[config.mk]
export PLATFORM = sky130hd
export DESIGN_NAME = aes_subbytes_serial
export DESIGN_NICKNAME = d
export VERILOG_FILES = /design/src/rtl/aes_pkg.sv /design/src/rtl/aes_sbox.sv /design/src/rtl/aes_subbytes_serial.sv
export SDC_FILE = /design/constraint.sdc
export NUM_CORES = 1
export LEC_CHECK = 0
export BUFFER_PORTS_ARGS = -buffer_cell sky130_fd_sc_hd__buf_2
export CAP_MARGIN = 0
export CORE_MARGIN = 2
export CORE_UTILIZATION = 29
export DETAILED_ROUTE_END_ITERATION = 6
export PLACE_DENSITY_LB_ADDON = 0.12
export SYNTH_ARGS = -nofsm -noshare
export SYNTH_HDL_FRONTEND = slang
export SYNTH_SLANG_ARGS = --single-unit
[constraint.sdc]
create_clock -name clk -period 14.4 [get_ports clk]
set_input_delay 1.44 -clock clk [delete_from_list [all_inputs] [get_ports clk]]
set_output_delay 1.44 -clock clk [all_outputs]
set_load 0.05 [all_outputs]
[src/rtl/aes_pkg.sv]
// Shared AES types, SubBytes FSM encoding, forward S-box table and ShiftRows byte mapping.
// Latency: none; the package holds only types, constants and a pure function.
// Backpressure: not applicable.
package aes_pkg;

    typedef logic [127:0] aes_state_t;
    typedef logic [7:0]   aes_byte_t;

    typedef enum logic [1:0] {
        ST_IDLE = 2'd0,
        ST_BUSY = 2'd1,
        ST_DONE = 2'd2
    } sb_state_e;

    // Forward S-box, indexed by the input byte.
    localparam aes_byte_t SBOX [256] = '{
        8'h63, 8'h7c, 8'h77, 8'h7b, 8'hf2, 8'h6b, 8'h6f, 8'hc5, 8'h30, 8'h01, 8'h67, 8'h2b, 8'hfe, 8'hd7, 8'hab, 8'h76,
        8'hca, 8'h82, 8'hc9, 8'h7d, 8'hfa, 8'h59, 8'h47, 8'hf0, 8'had, 8'hd4, 8'ha2, 8'haf, 8'h9c, 8'ha4, 8'h72, 8'hc0,
        8'hb7, 8'hfd, 8'h93, 8'h26, 8'h36, 8'h3f, 8'hf7, 8'hcc, 8'h34, 8'ha5, 8'he5, 8'hf1, 8'h71, 8'hd8, 8'h31, 8'h15,
        8'h04, 8'hc7, 8'h23, 8'hc3, 8'h18, 8'h96, 8'h05, 8'h9a, 8'h07, 8'h12, 8'h80, 8'he2, 8'heb, 8'h27, 8'hb2, 8'h75,
        8'h09, 8'h83, 8'h2c, 8'h1a, 8'h1b, 8'h6e, 8'h5a, 8'ha0, 8'h52, 8'h3b, 8'hd6, 8'hb3, 8'h29, 8'he3, 8'h2f, 8'h84,
        8'h53, 8'hd1, 8'h00, 8'hed, 8'h20, 8'hfc, 8'hb1, 8'h5b, 8'h6a, 8'hcb, 8'hbe, 8'h39, 8'h4a, 8'h4c, 8'h58, 8'hcf,
        8'hd0, 8'hef, 8'haa, 8'hfb, 8'h43, 8'h4d, 8'h33, 8'h85, 8'h45, 8'hf9, 8'h02, 8'h7f, 8'h50, 8'h3c, 8'h9f, 8'ha8,
        8'h51, 8'ha3, 8'h40, 8'h8f, 8'h92, 8'h9d, 8'h38, 8'hf5, 8'hbc, 8'hb6, 8'hda, 8'h21, 8'h10, 8'hff, 8'hf3, 8'hd2,
        8'hcd, 8'h0c, 8'h13, 8'hec, 8'h5f, 8'h97, 8'h44, 8'h17, 8'hc4, 8'ha7, 8'h7e, 8'h3d, 8'h64, 8'h5d, 8'h19, 8'h73,
        8'h60, 8'h81, 8'h4f, 8'hdc, 8'h22, 8'h2a, 8'h90, 8'h88, 8'h46, 8'hee, 8'hb8, 8'h14, 8'hde, 8'h5e, 8'h0b, 8'hdb,
        8'he0, 8'h32, 8'h3a, 8'h0a, 8'h49, 8'h06, 8'h24, 8'h5c, 8'hc2, 8'hd3, 8'hac, 8'h62, 8'h91, 8'h95, 8'he4, 8'h79,
        8'he7, 8'hc8, 8'h37, 8'h6d, 8'h8d, 8'hd5, 8'h4e, 8'ha9, 8'h6c, 8'h56, 8'hf4, 8'hea, 8'h65, 8'h7a, 8'hae, 8'h08,
        8'hba, 8'h78, 8'h25, 8'h2e, 8'h1c, 8'ha6, 8'hb4, 8'hc6, 8'he8, 8'hdd, 8'h74, 8'h1f, 8'h4b, 8'hbd, 8'h8b, 8'h8a,
        8'h70, 8'h3e, 8'hb5, 8'h66, 8'h48, 8'h03, 8'hf6, 8'h0e, 8'h61, 8'h35, 8'h57, 8'hb9, 8'h86, 8'hc1, 8'h1d, 8'h9e,
        8'he1, 8'hf8, 8'h98, 8'h11, 8'h69, 8'hd9, 8'h8e, 8'h94, 8'h9b, 8'h1e, 8'h87, 8'he9, 8'hce, 8'h55, 8'h28, 8'hdf,
        8'h8c, 8'ha1, 8'h89, 8'h0d, 8'hbf, 8'he6, 8'h42, 8'h68, 8'h41, 8'h99, 8'h2d, 8'h0f, 8'hb0, 8'h54, 8'hbb, 8'h16
    };

    // Byte i lives at s[127-8i -: 8], i = row + 4*column.
    // Row r is rotated left by r columns: out(r,c) = in(r, (c+r) mod 4).
    function automatic aes_state_t shiftrows_map(input aes_state_t s);
        aes_state_t r;
        r = '0;
        for (int c = 0; c < 4; c++) begin
            for (int row = 0; row < 4; row++) begin
                r[127 - 8*(row + 4*c) -: 8] = s[127 - 8*(row + 4*((c + row) % 4)) -: 8];
            end
        end
        return r;
    endfunction

endpackage

[src/rtl/aes_sbox.sv]
// AES forward S-box, one byte.
// Latency: combinational, zero cycles.
// Backpressure: none; pure function of the input byte.
// Ports: plain (byte to substitute), subst (S-box image).
module aes_sbox
    import aes_pkg::*;
(
    input  aes_byte_t plain,
    output aes_byte_t subst
);

    assign subst = SBOX[plain];

endmodule

[src/rtl/aes_subbytes_serial.sv]
// Serial AES SubBytes: BYTES_PER_CYCLE shared S-boxes substitute a 128-bit state over NUM_STEPS cycles.
// Latency: out_valid rises NUM_STEPS cycles after the accepting edge; one block per NUM_STEPS+2 cycles.
// Backpressure: in_ready low outside IDLE; result held in DONE until out_ready; one bubble after each transfer.
// Ports: clk, rst_n (async, active low); in_valid/in_ready/in_state upstream handshake;
//        out_valid/out_ready/out_state downstream handshake; busy high while substituting.
// Optional: define AES_SUBBYTES_SHIFTROWS_EN to fold ShiftRows into the DONE output mapping.
module aes_subbytes_serial
    import aes_pkg::*;
#(
    parameter int BYTES_PER_CYCLE = 1
) (
    input  logic         clk,
    input  logic         rst_n,
    input  logic         in_valid,
    output logic         in_ready,
    input  logic [127:0] in_state,
    output logic         out_valid,
    input  logic         out_ready,
    output logic [127:0] out_state,
    output logic         busy
);

    localparam int NUM_STEPS = 16 / BYTES_PER_CYCLE;
    localparam int STEP_W    = $clog2(NUM_STEPS) + 1;

    if (BYTES_PER_CYCLE != 1 && BYTES_PER_CYCLE != 2 && BYTES_PER_CYCLE != 4 &&
        BYTES_PER_CYCLE != 8 && BYTES_PER_CYCLE != 16) begin : g_bad_bpc
        $error("aes_subbytes_serial: BYTES_PER_CYCLE must be 1, 2, 4, 8 or 16");
    end

    sb_state_e   state, state_nxt;
    logic [STEP_W-1:0] step;
    aes_state_t  work;
    logic        accept;
    logic        step_last;

    logic [BYTES_PER_CYCLE-1:0][7:0] sbox_in;
    logic [BYTES_PER_CYCLE-1:0][7:0] sbox_out;

    assign accept    = in_valid && in_ready;
    assign step_last = (step == STEP_W'(NUM_STEPS - 1));

    // Lane k of step s handles byte s*BPC+k; select this step's bytes for the shared S-boxes.
    always_comb begin
        sbox_in = '0;
        for (int s = 0; s < NUM_STEPS; s++) begin
            if (step == STEP_W'(s)) begin
                for (int k = 0; k < BYTES_PER_CYCLE; k++) begin
                    sbox_in[k] = work[127 - 8*(s*BYTES_PER_CYCLE + k) -: 8];
                end
            end
        end
    end

    for (genvar k = 0; k < BYTES_PER_CYCLE; k++) begin : g_sbox
        aes_sbox u_sbox (
            .plain (sbox_in[k]),
            .subst (sbox_out[k])
        );
    end

    always_comb begin
        state_nxt = state;
        in_ready  = 1'b0;
        out_valid = 1'b0;
        busy      = 1'b0;
        unique case (state)
            ST_IDLE: begin
                in_ready = 1'b1;
                if (in_valid) state_nxt = ST_BUSY;
            end
            ST_BUSY: begin
                busy = 1'b1;
                if (step_last) state_nxt = ST_DONE;
            end
            ST_DONE: begin
                out_valid = 1'b1;
                if (out_ready) state_nxt = ST_IDLE;
            end
            default: state_nxt = ST_IDLE;
        endcase
    end

    always_ff @(posedge clk or negedge rst_n) begin
        if (!rst_n) begin
            state <= ST_IDLE;
            step  <= '0;
            work  <= '0;
        end else begin
            state <= state_nxt;
            if (accept) begin
                work <= in_state;
                step <= '0;
            end else if (state == ST_BUSY) begin
                // Counter is wide enough to reach NUM_STEPS and parks there until the next acceptance.
                step <= step + 1'b1;
                for (int j = 0; j < 16; j++) begin
                    if (step == STEP_W'(j / BYTES_PER_CYCLE)) begin
                        work[127 - 8*j -: 8] <= sbox_out[j % BYTES_PER_CYCLE];
                    end
                end
            end
        end
    end

    // Output is zero except in DONE, so partial results never leak downstream.
`ifdef AES_SUBBYTES_SHIFTROWS_EN
    assign out_state = (state == ST_DONE) ? shiftrows_map(work) : '0;
`else
    assign out_state = (state == ST_DONE) ? work : '0;
`endif

endmodule

* Word-level counts from Yosys, hierarchy flattened
Memories as Yosys holds them, arrays and structs flattened.
Index checks and enable logic that the tools add are counted.
** Cells by class
- Multiplexer cells :: 46
- Magnitude comparators :: 1
- Add/sub/neg operators :: 1
- Equality and inequality tests :: 20
- Bitwise gates (word level) :: 1
- Reductions and logical operators :: 37
** Operators by type and width (count)
- 2-to-1 mux 128 bit :: 3
- 2-to-1 mux 8 bit :: 34
- equality test 5 x 4 -> 1 bit (second input constant) :: 8
- nonzero test 2 bit :: 17
- AND reduction 2 bit :: 16
- equality test 5 x 3 -> 1 bit (second input constant) :: 4
- equality test 5 x 2 -> 1 bit (second input constant) :: 2
- 2-to-1 mux 5 bit :: 2
- >= comparator 9 bit (second input constant) :: 1
- NOT 8 -> 9 bit :: 1
- 2-to-1 mux 2 bit :: 3
- inequality test 2 bit (second input constant) :: 3
- case mux 2 bit (3 select lines) :: 1
- adder 5 x 1 -> 5 bit (second input constant) :: 1
- equality test 5 x 1 -> 1 bit (second input constant) :: 1
- zero test 5 bit :: 1
- 2-to-1 mux 1 bit :: 3
- AND reduction 3 bit :: 1
- equality test 2 x 1 -> 1 bit (second input constant) :: 1
- equality test 2 bit (second input constant) :: 1
- zero test 2 bit :: 1
- logical AND 1 bit :: 1
** Storage, ports and cells
- Input port bits :: 132
- Word-level logic and storage cells :: 125
- Output and inout port bits :: 131
- Memories kept :: 1
- Memory bits (read-only) :: 2048
- Flip-flop bits (word level) :: 135
** Memory list
- (name not given) :: words 256, width 8, read ports 1, clocked after Yosys merged registers in 0, wr ports 0, RTL line aes_sbox.sv:12 : assign subst = SBOX[plain];

* Logic depth before layout (Yosys ltp)
Gate-level depths: netlist (run 1).
- Depth after elaboration :: 24
- Gate-level depth with buffers :: 23
- Depth with buffers taken out :: 17

* Cells and area by module
A second synthesis (run 1) with hierarchy kept.
** Second synthesis, totals
- Cell total of the unflattened synthesis :: 1578
- Area total of the unflattened synthesis :: 12159.2 um^2
** By module, submodules not included
- aes_subbytes_serial :: cells each 1013, instances 1, seq. area each 3378.2 um^2, area each 8660.8 um^2
- aes_sbox :: cells each 565, instances 1, seq. area each 0.0 um^2, area each 3498.4 um^2

* Least setup slack after synthesis (run 1)
Ideal clock, no wire load.
- Path type :: reg2reg
- Start :: register step[0]
- End :: register work[2]
- Arrival :: 4846 ps
- Path buffers :: 8
- Slack :: 9468 ps
- Required time :: 14314 ps
- Cell stages (with the launch flop) :: 23
- Period minus slack after synthesis :: 4932 ps
- Setup time :: 86 ps
- Cell sequence :: dfrtp_1 ha_1 buf_2 buf_2 clkbuf_1 and3_1 ha_1 clkbuf_1 clkbuf_1 o21bai_1 o21ai_0 o211ai_2 clkbuf_1 ha_1 clkbuf_1 inv_1 o21ai_0 o32a_1 a221oi_1 a2111oi_0 a211oi_2 buf_2 o21ai_0
** On the way
- Cells in the longest elaborated chain, start to end :: 24
- Elaborated cells on any way between the ends :: 41
- Those cells by class :: 15 x eq/ne; 21 x mux; 1 x bitwise; 3 x reduce/logical; 1 x memory
** Ends and longest elaborated chain
- start, declared :: RTL line aes_subbytes_serial.sv:32 : logic [STEP_W-1:0] step;
- start signal, assigned :: RTL line aes_subbytes_serial.sv:96 : step <= step + 1'b1;
- zero test 5 bit :: RTL line aes_subbytes_serial.sv:47 : if (step == STEP_W'(s)) begin
- 2-to-1 mux 8 bit (16 in series) :: RTL line aes_subbytes_serial.sv:47
- NOT 8 -> 9 bit (not written as such) :: RTL line aes_sbox.sv:12
- memory read (256 x 8 bit)
- 2-to-1 mux 8 bit (not written as such) (2 in series) :: RTL line aes_sbox.sv:12
- 2-to-1 mux 8 bit :: RTL line aes_subbytes_serial.sv:98 : if (step == STEP_W'(j / BYTES_PER_CYCLE)) begin
- 2-to-1 mux 128 bit :: RTL line aes_subbytes_serial.sv:94 : end else if (state == ST_BUSY) begin
- 2-to-1 mux 128 bit :: RTL line aes_subbytes_serial.sv:91 : if (accept) begin
- end signal, assigned :: RTL line aes_subbytes_serial.sv:92 : work <= in_state;
- end signal, assigned by index :: RTL line aes_subbytes_serial.sv:99 : work[127 - 8*j -: 8] <= sbox_out[j % BYTES_PER_CYCLE];
- end, declared :: RTL line aes_subbytes_serial.sv:33 : aes_state_t work;
Parallel ways exist; a longest one is shown, timed or not. The select of a mux whose other input is x is not followed.
A chain may end at the register's enable or synchronous reset.

* Worst setup path after layout (run 1)
- Start :: register step[0]
- End :: register work[42]
Same word-level chain as after synthesis.

==> results.ini, run 1 <==
[synth]
syn_area_per_cell_um2=7.543
synth_top_area_frac=0.2719
synth_fp_nets=1799
yosysMostFrequentCell=o21ai_0
syn_area_mm2=0.01242
ys_seq_area_frac=0.2719
synthTopCellsByArea=dfrtp_1 (27%), o21ai_0 (6.7%), and2_1 (6.4%)
yosys-top-cells-count=o21ai_0 (167), a21oi_1 (150), dfrtp_1 (135), and2_1 (127), nand2_1 (121)
synthCells=1647
yosys.area.top_type=dfrtp_1
synthFlopType=dfrtp_1
yosys_warnings=0
ys_async_sr_fraction=1.000
synth_seq_cells=135
synth-edff-count=0
synth_cell_types=101

[clocking]
clock_latency_ps=430
cts_resized=0
root_buffer=clkbuf_16
cts_max_level=4
cts_buffers=17
path_clk_slew_ps=60
cts.hold.buffers_added=0
cts_tree=yes
clock_path_buffers=2
cts_setup_buffers=0
clock-sinks=135

[global_route]
grt_pass1_vias=14060
grt_max_degree=120
grt_pass1_wl_mm=101.4
grt_remaining_overflow=0
grt_antenna_before_repair=3
grt_use_total=0.3099

[worst_setup_path]
crit_type=reg -> reg
required_ps=14690
cp-start-kind=flop
crit_arrival_ps=7080
crit_fanout=25
crit_path_end_kind=flop
reg2regPathDepth=19

[placed_design]
dp_hpwl_mm=50.21
portBuffers=262
place_congestion=0.9888
pre_cts_slack_ps=7943

[timing]
fin_tns_setup_ps=0
setup_violations=0
skew_ps=14.71
hold_viol_final=0
fmax_mhz=147.3
rsz0062_at_grt=false
hold_slack_ps=592.5
max_slew_margin=0.1152
worst_pin_slew_ps=1322
slew_violations=0
finalCriticalPeriod_ps=6789
post-route-period-util=0.4715
setup_ws_ps=7611

[routing]
wl_met1_mm=32.09
drt_iter0_drc=1943
dr_wl_met2_mm=29.76
drc=0
highest_layer=met5
vias=14830
ant_nets=0
drtPass1Iterations=6
wl_per_cell_um=30.00
drt_wl_total_mm=70.49
dr_wl_met3_mm=6.594
viasPerCell=6.309

[die]
rows=75
die_h_um=211.0
die_area_mm2=0.04451
ios=263
core_area_mm2=0.04213
start_util=0.2948
die_w_um=211.0

[final_layout]
final_nets=1950
diodes=0
drive_above_1_share=0.2071
syn_to_final_growth_pct=16.73
fin_util=0.3442

[run]
maxCapViolations=0

[status]
status=complete, no violations

[worst_hold_path]
holdCritPathClass=reg -> reg
hold_depth=1

## registers in the layout, summed over array words and instances (netlist names)
name,flops
work,128
state,2
step,5
## cell usage in the layout, fill, tap and decap left out, drive strengths merged, types with 7 or more instances in the layout
cell type,instances
nor3,59
a221oi,29
nand3b,7
nand2b,15
o2111ai,11
inv,31
o22ai,17
mux2i,7
nor2b,11
o31ai,12
nand2,121
o21a,21
a311oi,13
a21oi,151
ha,20
nand3,43
dfrtp,135
clkbuf,19
o311a,7
buf,302
nor2,108
o32ai,12
o21ai,204
and2,127
o311ai,10
and3,90
o221ai,7
o211ai,33
a22oi,18
a31oi,10
o2bb2ai,8
a2111oi,8
a211oi,21
## layer usage
layer / up-vias / global-route usage
met5: - / 0
met4: 2 / 0.09082
met3: 116 / 0.05888
met2: 918 / 0.4507
met1: 7322 / 0.4611
li1: 6468 / -
## critical path, cell delays in order, from the launching register on
cell	delay (ps)
dfrtp_1	430
inv_1	110
ha_1	150
buf_4	290
or4b_1	650
o32ai_1	350
a221oi_1	170
o21ai_1	330
o21a_1	720
inv_2	420
ha_1	460
inv_1	330
nor2_1	290
nand2_1	160
o2111ai_1	200
nand4_1	220
o211ai_1	110
a211oi_2	720
buf_4	370
o21ai_0	120
## layout make-up
cell class / count / area (um^2)
clock buffer: 19 / 442.9
clock inverter: 13 / 146.4
fill: 4546 / 27630
inverter: 28 / 105.1
multi-input combinational: 1314 / 8137
sequential: 135 / 3378
tap: 539 / 674.4
timing repair buffer: 302 / 1618
## cell families (layout without fill, tap and decap cells)
family          Yosys count  in the layout  share of synthesized area
mux                       8              8                   0.006547
simple gates            634            634                     0.2731
flops                   135            135                     0.2719
xor+xnor                  4              4                   0.002821
compound gates          648            648                     0.3470
buf+inv                 198            362                    0.07846
fa+ha+maj                20             20                    0.02014
## worst paths after layout
check | from | endpoint | slack [ps]
setup / recovery | step[0] | work[42] | 7610
hold / removal | step[0] | step[0] | 590
setup reg to reg | step[0] | work[42] | 7610
hold reg to reg | step[0] | step[0] | 590
max in group asynchronous | rst_n | work[13] | 12040
min in group asynchronous | rst_n | work[83] | 1010
## through the flow
stage / cell area (um^2) / instances
finish: 14500 / 2350
detailed placement: 13910 / 2318
global placement: 13910 / 2318
global route: 14500 / 2350
CTS: 14500 / 2350
floorplan: 12420 / 1647
Power of run 1 is left out: the tool's default activity adds up to more than one toggle a clock period on the data nets, which glitch-free logic cannot reach.
==> inputs of run 2 (changes only) <==
Clock period 14.4 ns to 6.99 ns, I/O delays scaled along.
==> results.ini, run 2 (same netlist as run 1, synthesis figures left out) <==
[global_route]
grt_pass1_wl_mm=104.7  ; +3.2%
grt_pass1_vias=14520  ; +3.3%
grt_max_degree=103  ; -14%
grt_antenna_before_repair=5  ; +2
grt_remaining_overflow=0  ; unchanged
grt_use_total=0.3218  ; +0.01188

[die]
die_h_um=211.0  ; unchanged
rows=75  ; unchanged
start_util=0.2948  ; unchanged
ios=263  ; unchanged
die_area_mm2=0.04451  ; unchanged
die_w_um=211.0  ; unchanged
core_area_mm2=0.04213  ; unchanged

[clocking]
cts_buffers=17  ; unchanged
clock_path_buffers=2  ; unchanged
cts_resized=0  ; unchanged
clock-sinks=135  ; unchanged
root_buffer=clkbuf_16
cts_tree=yes
clock_latency_ps=450  ; +20 ps
cts_setup_buffers=0  ; unchanged
cts.hold.buffers_added=0  ; unchanged
path_clk_slew_ps=70  ; about the same
cts_max_level=4  ; unchanged

[final_layout]
final_cell_mix=buf_2 (261), o21ai_0 (167), a21oi_1 (148)
largest_reg_flops=128  ; unchanged
drive_above_1_share=0.2189  ; +0.01183
final_nets=1980  ; +1.5%
syn_to_final_growth_pct=18.92
final_common_cell=buf_2
regMostFlops=work
reg_top3=work (128), step (5), state (2)
fin_util=0.3506  ; +0.006474
fillerInstances=4596  ; +1.1%
diodes=0  ; unchanged

[worst_setup_path]
crit_arrival_ps=6720  ; -360 ps
cp_cell_sequence=or4b_1, o32ai_1, a221oi_1, o21ai_1, o21a_1, inv_2, ha_1, nor2_1, nor3_1, o21a_1, o41ai_1, o2111ai_2, buf_4, o21ai_0, o21a_1
cp_top_family=compound AO/OA/AOI/OAI gates
crit_type=reg -> reg
crit_fanout=20  ; -20%
max_stage_delay_ps=790  ; +70 ps
required_ps=7370  ; -7320 ps
crit_top_cell=o21a_1
crit_buf_inv=2  ; -3
crit_path_end_kind=flop
slowest_stage=or4b_1
cp-start-kind=flop

[routing]
drc=0  ; unchanged
drt_iter0_drc=2017  ; +3.8%
wl_per_cell_um=30.70  ; +2.3%
drtPass1Iterations=6  ; unchanged
drt_wl_total_mm=73.07  ; +3.7%
vias=15150  ; +2.2%
ant_nets=0  ; unchanged
viasPerCell=6.364  ; +0.88%

[status]
status=complete, no violations

[timing]
post-route-period-util=0.9059  ; +0.4344
hold_slack_ps=290.0  ; -302.5 ps
fin_tns_setup_ps=0  ; unchanged
finalCriticalPeriod_ps=6332  ; -456.7 ps
hold_viol_final=0  ; unchanged
max_slew_margin=0.2721  ; +0.1569
worst_pin_slew_ps=1092  ; -230.5 ps
skew_ps=13.72  ; -0.9936 ps
slew_violations=0  ; unchanged
setup_violations=0  ; unchanged
fmax_mhz=157.9  ; +7.2%
rsz0062_at_grt=false

[placed_design]
place_congestion=1.007  ; +1.9%
dp_hpwl_mm=53.41  ; +6.4%
portBuffers=262  ; unchanged

[run]
maxCapViolations=0  ; unchanged

[worst_hold_path]
holdCritPathClass=in -> async

-- run 2: final timing paths --
check	from	end	slack, ps	depth (start not counted)
max in group asynchronous	rst_n	work[6]	5370	2
setup / recovery	step[4]	work[19]	660	15
min in group clk	in_state[29]	work[29]	460	3
hold / removal	rst_n	work[86]	290	1
hold reg to reg	step[0]	step[0]	590	1
setup reg to reg	step[4]	work[19]	660	15
-- run 2: layer usage --
metal | up-vias | global-route usage | wire [um]
met5 | - | 0 | 29
met3 | 163 | 0.07597 | 7229
met4 | 4 | 0.1285 | 2884
met2 | 952 | 0.4533 | 30070
met1 | 7501 | 0.4684 | 32850
li1 | 6527 | - | -
-- run 2: final cells by class --
| class | count | area [um^2] | area share |
|---|---|---|---|
| Clock buffer | 20 | 446.7 | 0.03023 |
| Clock inverter | 12 | 176.4 | 0.01194 |
| Inverter | 28 | 105.1 | 0.007114 |
| Multi-Input combinational cell | 1314 | 8125 | 0.5500 |
| Sequential cell | 135 | 3378 | 0.2287 |
| Tap cell | 539 | 674.4 | 0.04565 |
| Timing Repair Buffer | 332 | 1868 | 0.1264 |
-- run 2: through the flow --
step	cells	cell area (um^2)	worst slack (ps)
floorplan	1647	12420	2058
global route	2380	14770	487.5
detailed placement	2348	14150	925.3
finish	2380	14770	657.8
CTS	2380	14770	873.7
global placement	2348	14150	960.7
Power of run 2 is left out for the same reason.
==> inputs of run 3 (changes only) <==
Settings changed: GPL_TIMING_DRIVEN set to 0.
==> results.ini, run 3 (same netlist as run 1, synthesis figures left out) <==
[status]
status=complete, no violations

[die]
die_h_um=211.0  ; unchanged
die_w_um=211.0  ; unchanged
ios=263  ; unchanged
rows=75  ; unchanged
die_area_mm2=0.04451  ; unchanged
start_util=0.2948  ; unchanged
core_area_mm2=0.04213  ; unchanged

[timing]
max_slew_margin=0.1858  ; -0.08634
worst_pin_slew_ps=1217  ; +125.0 ps
post-route-period-util=0.9880  ; +0.08214
hold_slack_ps=206.8  ; -83.24 ps
setup_ws_ps=83.63  ; -574.2 ps
hold_viol_final=0  ; unchanged
finalCriticalPeriod_ps=6906  ; +574.2 ps
skew_ps=17.37  ; +3.651 ps
slew_violations=0  ; unchanged
rsz0062_at_grt=false
setup_violations=0  ; unchanged
fmax_mhz=144.8  ; -8.3%

[placed_design]
place_congestion=1.062  ; +5.4%
place_area_mm2=0.01449  ; +2.4%
dp_cells=2451  ; +4.4%
portBuffers=262  ; unchanged
pre_cts_slack_ps=-1702  ; -2628 ps
dp_hpwl_mm=70.43  ; +32%

[clocking]
clock_path_buffers=2  ; unchanged
root_buffer=clkbuf_16
cts_tree=yes
cts_max_level=4  ; unchanged
cts.hold.buffers_added=0  ; unchanged
path_clk_slew_ps=70  ; about the same
cts_buffers=17  ; unchanged
clock-sinks=135  ; unchanged
clock_latency_ps=480  ; +30 ps

[final_layout]
regMostFlops=work
fillerInstances=4602  ; +0.13%
syn_to_final_growth_pct=22.65
final_nets=2084  ; +5.3%
largest_reg_flops=128  ; unchanged
reg_top3=work (128), step (5), state (2)
seq_area_mm2=0.003378  ; unchanged
final_cells=2487  ; +4.5%
multi_input_area_mm2=0.008190  ; +0.80%
drive_above_1_share=0.2272  ; +0.008347
final_cell_mix=buf_2 (304), o21ai_0 (166), a21oi_1 (148)
final_common_cell=buf_2
stdcell_area_mm2=0.01524  ; +3.1%

[worst_setup_path]
crit_arrival_ps=7290  ; +570 ps
crit_fanout=19  ; -5.0%
crit_path_end_kind=flop
crit_type=reg -> reg
cp-start-kind=flop
required_ps=7370  ; about the same

[global_route]
grt_remaining_overflow=0  ; unchanged
grt_max_degree=72  ; -30%
grt_pass1_vias=15670  ; +7.9%
grt_use_total=0.4020  ; +0.08024
grt_antenna_before_repair=6  ; +1
grt_pass1_wl_mm=124.4  ; +19%

[routing]
vias=16390  ; +8.2%
drc=0  ; unchanged
wl_per_cell_um=36.53  ; +19%
drt_iter0_drc=2326  ; +15%
ant_nets=0  ; unchanged
drtPass1Iterations=7  ; +1
viasPerCell=6.592  ; +3.6%
drt_wl_total_mm=90.86  ; +24%

[worst_hold_path]
holdCritPathClass=in -> async

[run]
maxCapViolations=0  ; unchanged

## run 3: path summary, 6_finish.rpt
path	start	end	slack (ps)	depth (start not counted)
worst max register to register	step[0]	work[127]	80	21
max in group asynchronous	rst_n	work[127]	5950	2
worst min register to register	work[28]	work[28]	590	2
worst min-delay path	rst_n	work[74]	210	1
worst max-delay path	step[0]	work[127]	80	21
min in group clk	in_state[108]	work[108]	430	3
## run 3: critical path, stage by stage, from the launching register on
cell and delay [ps]:
dfrtp_1 440, ha_1 340, buf_2 310, clkbuf_4 380, and3_1 200, ha_1 150, clkbuf_1 400, clkbuf_2 340
o21bai_1 170, o21ai_0 180, o211ai_4 240, clkbuf_4 470, ha_2 380, nor2_1 740, o21ai_0 490, nand4_1 300
nand3_1 100, a211oi_1 490, a311oi_4 70, buf_12 210, buf_4 210, o21ai_1 160
## run 3: metrics by stage
step,util,setup TNS [ps]
after global routing,0.3615,0
after global placement,0.3420,-212590
after floorplan,-,0
final,0.3616,0
after CTS,0.3604,0
after detailed placement,0.3438,-158960
## run 3: area by class of cell
cell class	count	area share
flip-flops and latches	135	0.2217
plain buffers	166	0.05715
clock buffers	19	0.02907
inverters	28	0.006980
multi-input cells	1314	0.5375
clock inverters	13	0.009525
well taps	539	0.04426
repair buffers	270	0.09328
diodes	3	0.0004927
## run 3: routing by layer
layer	GRT usage	vias up	share of wire
met5	0	-	0.00017
met4	0.1821	4	0.050
met3	0.1097	215	0.12
met2	0.5566	1256	0.40
met1	0.5759	8177	0.43
li1	-	6742	-
## run 3: what timing repair did
action | 4_1_cts | 5_1_grt
gates cloned | 0 | 0
gates resized for setup | 25 | 14
setup buffers | 4 | 1
pin swaps | 2 | 1
setup endpoints to repair | 128 | 105
Power of run 3 is left out for the same reason.
